### config.mk
export PLATFORM = sky130hd
export DESIGN_NAME = math_mult_35_stream
export DESIGN_NICKNAME = d
export VERILOG_FILES = /design/src/rtl/math_pkg.sv /design/src/rtl/math_fifo_fwft.sv /design/src/rtl/math_mult_35_stream.sv
export SDC_FILE = /design/constraint.sdc
export NUM_CORES = 1
export LEC_CHECK = 0
export ABC_AREA = 1
export BUFFER_PORTS_ARGS = -buffer_cell sky130_fd_sc_hd__buf_2
export CORE_ASPECT_RATIO = 1.4
export CORE_MARGIN = 2
export CORE_UTILIZATION = 59
export DETAILED_ROUTE_END_ITERATION = 8
export GPL_TIMING_DRIVEN = 0
export PLACE_DENSITY = 0.87
export SLEW_MARGIN = 10
export SYNTH_ARGS = -nofsm -noshare
export SYNTH_HDL_FRONTEND = slang
export SYNTH_SLANG_ARGS = --single-unit
### constraint.sdc
create_clock -name clk -period 3.2 [get_ports clk]
set_clock_uncertainty 0.05 [all_clocks]
set_input_delay 0.32 -clock clk [delete_from_list [all_inputs] [get_ports clk]]
set_output_delay 0.32 -clock clk [all_outputs]
set_load 0.01 [all_outputs]
### src/rtl/math_pkg.sv
// Shared constants for the 35-bit cascaded multiplier and its streaming wrapper.
package math_pkg;

    localparam int MATH_MULT_35_LAT = 6;
    localparam int MATH_MULT_35_A_W = 42;
    localparam int MATH_MULT_35_B_W = 35;
    localparam int MATH_MULT_35_P_W = 70;

    // operand register + multiplier + scale register
    localparam int MATH_MULT_35_STREAM_STAGES = MATH_MULT_35_LAT + 2;

endpackage

### src/rtl/math_fifo_fwft.sv
// First-word-fall-through FIFO; the writer guarantees it never overflows.
module math_fifo_fwft
    import math_pkg::*;
#(
    parameter int W     = 33,
    parameter int DEPTH = 16
) (
    input  logic         clk,
    input  logic         rst_n,
    input  logic         wr_en,
    input  logic [W-1:0] wr_data,
    input  logic         rd_en,
    output logic [W-1:0] rd_data,
    output logic         empty
);

    localparam int AW = $clog2(DEPTH);

    logic [W-1:0] mem [DEPTH];
    logic [AW:0]  wr_ptr;
    logic [AW:0]  rd_ptr;

    // extra pointer bit separates full from empty; wrap is free for power-of-two depth
    assign empty   = (wr_ptr == rd_ptr);
    assign rd_data = empty ? '0 : mem[rd_ptr[AW-1:0]];

    always_ff @(posedge clk or negedge rst_n) begin
        if (!rst_n) begin
            wr_ptr <= '0;
            rd_ptr <= '0;
        end else begin
            if (wr_en) wr_ptr <= wr_ptr + 1'b1;
            if (rd_en && !empty) rd_ptr <= rd_ptr + 1'b1;
        end
    end

    always_ff @(posedge clk) begin
        if (wr_en) mem[wr_ptr[AW-1:0]] <= wr_data;
    end

endmodule

### src/rtl/math_mult_35_stream.sv
// Streaming wrapper for math_mult_35: operand handshake, 8-stage tag pipe, scaling, credit FIFO.
// Define MATH_MULT_35_STREAM_ROUND_EN for round-half-up before the shift (truncation otherwise).
module math_mult_35_stream
    import math_pkg::*;
#(
    parameter int SHIFT = 35,
    parameter int OUT_W = 32,
    parameter int DEPTH = 16
) (
    input  logic                        clk,
    input  logic                        rst_n,
    input  logic                        in_valid,
    output logic                        in_ready,
    input  logic [34:0]                 in_a,
    input  logic [34:0]                 in_b,
    output logic [MATH_MULT_35_A_W-1:0] mult_dina,
    output logic [MATH_MULT_35_B_W-1:0] mult_dinb,
    input  logic [MATH_MULT_35_P_W-1:0] mult_dout,
    output logic                        out_valid,
    input  logic                        out_ready,
    output logic [OUT_W-1:0]            out_data,
    output logic                        out_sat
);

    localparam int STAGES = MATH_MULT_35_STREAM_STAGES;
    localparam int CNT_W  = $clog2(DEPTH) + 1;

    logic [CNT_W-1:0]  cnt;
    logic              run;
    logic [STAGES-1:0] vld_p;
    logic [OUT_W:0]    res_p7;
    logic              accept;
    logic              pop;
    logic              fifo_empty;
    logic [OUT_W:0]    fifo_dout;

    // returns {sat, data}
    function automatic logic [OUT_W:0] scale(input logic [MATH_MULT_35_P_W-1:0] p);
        logic [MATH_MULT_35_P_W:0] r;
`ifdef MATH_MULT_35_STREAM_ROUND_EN
        r = ({1'b0, p} + ((MATH_MULT_35_P_W+1)'(1) << (SHIFT - 1))) >> SHIFT;
`else
        r = {1'b0, p} >> SHIFT;
`endif
        if ((r >> OUT_W) != '0) scale = {1'b1, {OUT_W{1'b1}}};
        else                    scale = {1'b0, r[OUT_W-1:0]};
    endfunction

    // run keeps in_ready low until the first edge after reset release
    assign in_ready  = run && (cnt < CNT_W'(DEPTH));
    assign accept    = in_valid && in_ready;
    assign out_valid = !fifo_empty;
    assign pop       = out_valid && out_ready;
    assign out_sat   = fifo_dout[OUT_W];
    assign out_data  = fifo_dout[OUT_W-1:0];

    always_ff @(posedge clk or negedge rst_n) begin
        if (!rst_n) begin
            run <= 1'b0;
            cnt <= '0;
        end else begin
            run <= 1'b1;
            unique case ({accept, pop})
                2'b10:   cnt <= cnt + 1'b1;
                2'b01:   cnt <= cnt - 1'b1;
                default: cnt <= cnt;
            endcase
        end
    end

    // stage p0: operand register
    always_ff @(posedge clk or negedge rst_n) begin
        if (!rst_n) begin
            mult_dina <= '0;
            mult_dinb <= '0;
        end else if (accept) begin
            mult_dina <= {{(MATH_MULT_35_A_W-35){1'b0}}, in_a};
            mult_dinb <= in_b;
        end
    end

    always_ff @(posedge clk or negedge rst_n) begin
        if (!rst_n) vld_p <= '0;
        else        vld_p <= {vld_p[STAGES-2:0], accept};
    end

    // stage p7: scale register, loaded as the product leaves the multiplier
    always_ff @(posedge clk) begin
        if (vld_p[STAGES-2]) res_p7 <= scale(mult_dout);
    end

    math_fifo_fwft #(
        .W     (OUT_W + 1),
        .DEPTH (DEPTH)
    ) u_fifo (
        .clk     (clk),
        .rst_n   (rst_n),
        .wr_en   (vld_p[STAGES-1]),
        .wr_data (res_p7),
        .rd_en   (pop),
        .rd_data (fifo_dout),
        .empty   (fifo_empty)
    );

endmodule

# [Word-level counts from Yosys, hierarchy flattened]
# Memories as Yosys holds them, arrays and structs flattened.
# Cells that the tools add are included.
[classes] addsub=4 n_lt_le_gt_ge=1 n_eq_ne=3 mux=5 n_reduce_logical=7
[op_table] cell="$reduce_bool 71->1" n=1
[op_table] cell="$mux 33" n=2
[op_table] cell="$add 5x1->5 const B" n=3
[op_table] cell="$pmux 5 s2" n=1
[op_table] cell="$eq 5x5->1" n=1
[op_table] cell="$lt 5x5->1 const B" n=1
[op_table] cell="$sub 5x1->5 const B" n=1
[op_table] cell="$logic_and 1x1->1" n=4
[op_table] cell="$eq 2x1->1 const B" n=1
[op_table] cell="$eq 2x2->1 const B" n=1
[op_table] cell="$mux 1" n=2
[op_table] cell="$reduce_bool 2->1" n=1
[op_table] cell="$logic_not 1->1" n=1
[totals] ff_bits=127 ramBits=528 in_bits=144 output_inout_bits=112 n_memories=1
[memory_table] memory="u_fifo.mem" depth=16 width=33 read_ports=1 rd_clocked_by_memory_dff=0 wr=1 line="math_fifo_fwft.sv:19" rtl="logic [W-1:0] mem [DEPTH];"

# [Logic depth before layout (Yosys ltp)]
[depth] depth_word=5 depth_mapped=16

# [By module]
# Synthesis repeated with hierarchy kept, for this count alone.
[unflattened] cells_unflattened=2726 area_unflattened_um2=27956.8
[by_module_without_submodules] module="math_fifo_fwft" instances=1 cells_per_inst=2286 area_each_um2=23422.5 seq_area_each_um2=16105.4
[by_module_without_submodules] module="math_mult_35_stream" instances=1 cells_per_inst=440 area_each_um2=4534.3 seq_area_each_um2=3093.0

# [Worst setup path before layout]
# No wires, ideal clock.
[synth_path] path_type="register -> register" from="reg u_fifo.wr_ptr[0]" to="mem u_fifo.mem[12][0], enable pin" t_arrival_ns=2.167 setup_slack_ns=0.560 stages_incl_launch_ff=5 path_buffers=0 period_less_slack_ns=2.640 path_cell_list="dfrtp_1 > inv_1 > ha_1 > nand2_1 > nor2_1"
[synth_rtl] item="start, declared" line="math_fifo_fwft.sv:20" rtl="logic [AW:0] wr_ptr;"
[synth_rtl] item="start signal, assigned" line="math_fifo_fwft.sv:32" rtl="if (wr_en) wr_ptr <= wr_ptr + 1'b1;"
[synth_rtl] item="end, declared" line="math_fifo_fwft.sv:19"
# Straight into the memory's write port.

# [Worst setup path after layout]
[layout_path] from="reg u_fifo.rd_ptr[1]" to="out out_data[2]"
[layout_via] elab_chain_len=2
[layout_lines] item="start, declared" line="math_fifo_fwft.sv:21" rtl="logic [AW:0] rd_ptr;"
[layout_lines] item="start signal, assigned" line="math_fifo_fwft.sv:33" rtl="if (rd_en && !empty) rd_ptr <= rd_ptr + 1'b1;"
[layout_lines] item="$mem_v2 16x33 / $eq 5x5->1 (equally long branches)"
[layout_lines] item="$mux 33 (*)" line="math_fifo_fwft.sv:25" rtl="assign rd_data = empty ? '0 : mem[rd_ptr[AW-1:0]];"
[layout_lines] item="end, declared" line="math_mult_35_stream.sv:21" rtl="output logic [OUT_W-1:0] out_data,"
# Every way passes the cells marked *; elsewhere a longest branch is shown, timed or not.

==> impl_metrics.py <==
metrics = {
    "outcome": {
        "status": "finished clean",
    },
    "timing": {
        "rsz0062_at_grt": "yes",
        "finalHoldViolations": 0,
        "fmax_ghz": 0.316,
        "min_period_ns": 3.16,
        "min_period_over_period_pct": 98.8,
        "maxSlewViolCount": 0,
        "setup_viol": 0,
        "tns_ns": 0,
        "max_slew_margin_pct": 44.4,
        "tightestPinTransition_ns": 0.834,
    },
    "cells_and_area": {
        "nets": 3270,
        "multi_input_area_sq_um": 6600,
        "mostFrequentLayoutCells": "nand2_1, edfxtp_1, inv_1, nand3_1, buf_2",
        "mostFrequentLayoutCell": "nand2_1",
        "n_antenna_cell": 0,
        "regArea_sq_um": 19200,
        "syn2layout_area_growth_pct": 18.9,
        "nFillCells": 2827,
        "drive_above_1_share_pct": 15.3,
    },
    "die": {
        "fp.dieW_um": 188,
        "start_util_pct": 59.5,
        "rows": 94,
        "coreArea_sq_um": 46900,
        "chipHeight_um": 261,
        "io_pins": 256,
        "die_area_sq_um": 49100,
    },
    "synthesis": {
        "synth_cell_types": 29,
        "syn_inst": 2717,
        "ys_seq_area_share_pct": 68.7,
        "syn_area_sq_um": 27900,
        "yosysWarnings": 0,
        "syn_area_per_cell_sq_um": 10.3,
        "synth.ff_latch_count": 655,
    },
    "drt": {
        "antenna_left": 0,
        "drt_first_pass_iters": 8,
        "wl_per_cell_um": 21.6,
        "via_per_inst": 5.77,
        "drcViolationCount": 0,
        "first_iter_violations": 2761,
        "num_vias": 21900,
        "finalWirelength_um": 81700,
    },
    "worst_setup_path": {
        "reg2reg_to": "cnt[4]",
        "ff2ff_setup_slack_ns": 0.15,
        "required_ns": 2.83,
        "path_max_fanout": 10,
        "reg2regPathDepth": 15,
        "critPathKind": "reg2out",
        "arrival_ns": 2.79,
        "startpoint_type": "flop",
        "endpoint_kind": "output port",
        "r2r_start": "u_fifo.rd_ptr[1]",
    },
    "worst_hold_path": {
        "hold_start": "out_ready",
        "hold_end": "u_fifo.rd_ptr[1]",
        "min_path_type": "in2reg",
        "hold_depth": 5,
    },
    "global_routing": {
        "grt_pass1_wl_um": 123000,
        "grt_pass1_vias": 23000,
        "grt_max_degree": 71,
        "overflow": 0,
        "grt_antenna_before_repair": 0,
        "grt_usage_pct": 33.1,
    },
    "place": {
        "hpwl_um": 50600,
        "port_buffers": 213,
        "gp_routability_congestion": 0.891,
    },
    "clock_network": {
        "numCtsBuffers": 58,
        "cts.sinks": 655,
        "cts_max_path_buffers": 3,
        "cts_root_buf": "clkbuf_16",
        "clkLatencyLatePin_ns": 0.63,
        "clk_pin_slew_ns": 0.06,
        "cts_setup_buffers": 0,
        "htree_levels": 2,
        "cts_tree": "done",
    },
    "pwr": {
        "leakage_nw": 14.8,
        "vdd_ir_drop_max_mv": 0.598,
        "p_per_area_nw_per_um2": 848,
        "power_w": 0.0282,
    },
    "flow_run": {
        "cap_violations": 0,
    },
}
-- logic make-up after synthesis --
kind of cell / after synthesis / synth area share (%)
adders and majority gates: 9 / 0.403
DFF: 655 / 68.7
AOI/OAI and AO/OA: 38 / 0.699
and+or+nand+nor: 1486 / 21.6
other: 2 / 0.0269
buffers and inverters: 515 / 8.15
xor gates and xnor gates: 12 / 0.376
-- metrics by stage --
stage | instance area, sq um | worst slack, ns | hold WS, ns | util (%) | std cells
3_5_place_dp | 30400 | 0.316 | 0.196 | 64.7 | 3578
3_3_place_gp | 29800 | -0.837 | 0.284 | 63.5 | 3560
5_1_grt | 33200 | -0.00682 | 0.0786 | 70.8 | 3789
6_report | 33200 | 0.0388 | 0.0457 | 70.8 | 3789
2_1_floorplan | 28000 | 0.560 | -0.0256 | - | 2723
4_1_cts | 33200 | 0.0430 | 0.0305 | 70.8 | 3789
-- cell type report --
cell class                      instances  area share, %
Multi-Input combinational cell       1553           19.9
Buffer                                133           2.54
Timing Repair Buffer                  334           7.63
Tap cell                              624           2.35
Clock buffer                           81           4.82
Clock inverter                         27          0.659
Sequential cell                       655           57.8
Inverter                              382           4.33
-- metal layers --
metal	global-route usage (%)	share of wire (%)
met2	57.4	49
met1	35.9	32
met4	24.3	8.1
met3	7.54	12
met5	0	0
-- worst max-delay path, cell delays in order (launching register included) --
cell and delay, ns:
dfrtp_1 0.38, buf_4 0.25, inv_4 0.12, nand2_1 0.08, and2_1 0.19, nand2_1 0.14
nor2_4 0.36, buf_2 0.33, a21oi_1 0.13, buf_2 0.16
-- registers in the layout, indices dropped and copies added (netlist names) --
name           flops
u_fifo.rd_ptr      5
u_fifo.wr_ptr      5
run                1
res_p7            33
u_fifo.mem       528
cnt                5
vld_p              8
mult_dina         35
mult_dinb         35
-- synthesized netlist by cell type --
cell,n,share of area (%)
inv_4,2,0.045
nor2_4,1,0.040
nand2_1,1155,16
and2_1,2,0.045
buf_1,8,0.11
nor2_1,18,0.24
o21ai_0,2,0.036
nand3_1,272,4.9
nor2_2,2,0.045
dfrtp_1,94,8.4
nor3_1,1,0.018
buf_6,27,1.1
o21bai_1,1,0.027
nand4_1,2,0.045
ha_1,9,0.40
clkbuf_1,23,0.31
inv_1,366,4.9
inv_2,13,0.17
xnor2_1,4,0.13
conb_1,2,0.027
a21o_1,1,0.027
or2_2,32,0.72
xor2_1,8,0.25
nand3b_4,1,0.072
buf_2,58,1.0
a21oi_1,34,0.61
edfxtp_1,561,60
buf_4,17,0.46
clkinv_1,1,0.013
-- repair_timing --
item / 4_1_cts / 5_1_grt
resized for setup: 0 / 2
hold buffers: 103 / 0
hold endpoints to repair: 196 / 0
setup endpoints to repair: 0 / 9
-- power by group --
group / total [W] / internal (W) / switching [W] / leakage, nW
clock: 0.00683 / 0.00367 / 0.00316 / 0.882
combinational: 0.0108 / 0.00338 / 0.00742 / 7.87
sequential: 0.0106 / 0.0100 / 0.000539 / 6.07
-- worst max-delay path by stage --
stage / startpoint / to / slack [ns] / cells past startpoint
final: u_fifo.rd_ptr[1] / out_data[2] / 0.04 / 9
after global routing: u_fifo.rd_ptr[1] / cnt[4] / -0.007 / 16
after CTS: u_fifo.rd_ptr[1] / out_data[21] / 0.04 / 9
after detailed placement: u_fifo.rd_ptr[1] / cnt[4] / 0.32 / 16
after global placement: u_fifo.wr_ptr[0] / u_fifo.mem[6][19] / -0.84 / 4
after floorplan: u_fifo.wr_ptr[0] / u_fifo.mem[12][0] / 0.56 / 4
Power figures use the tool's default switching activity.
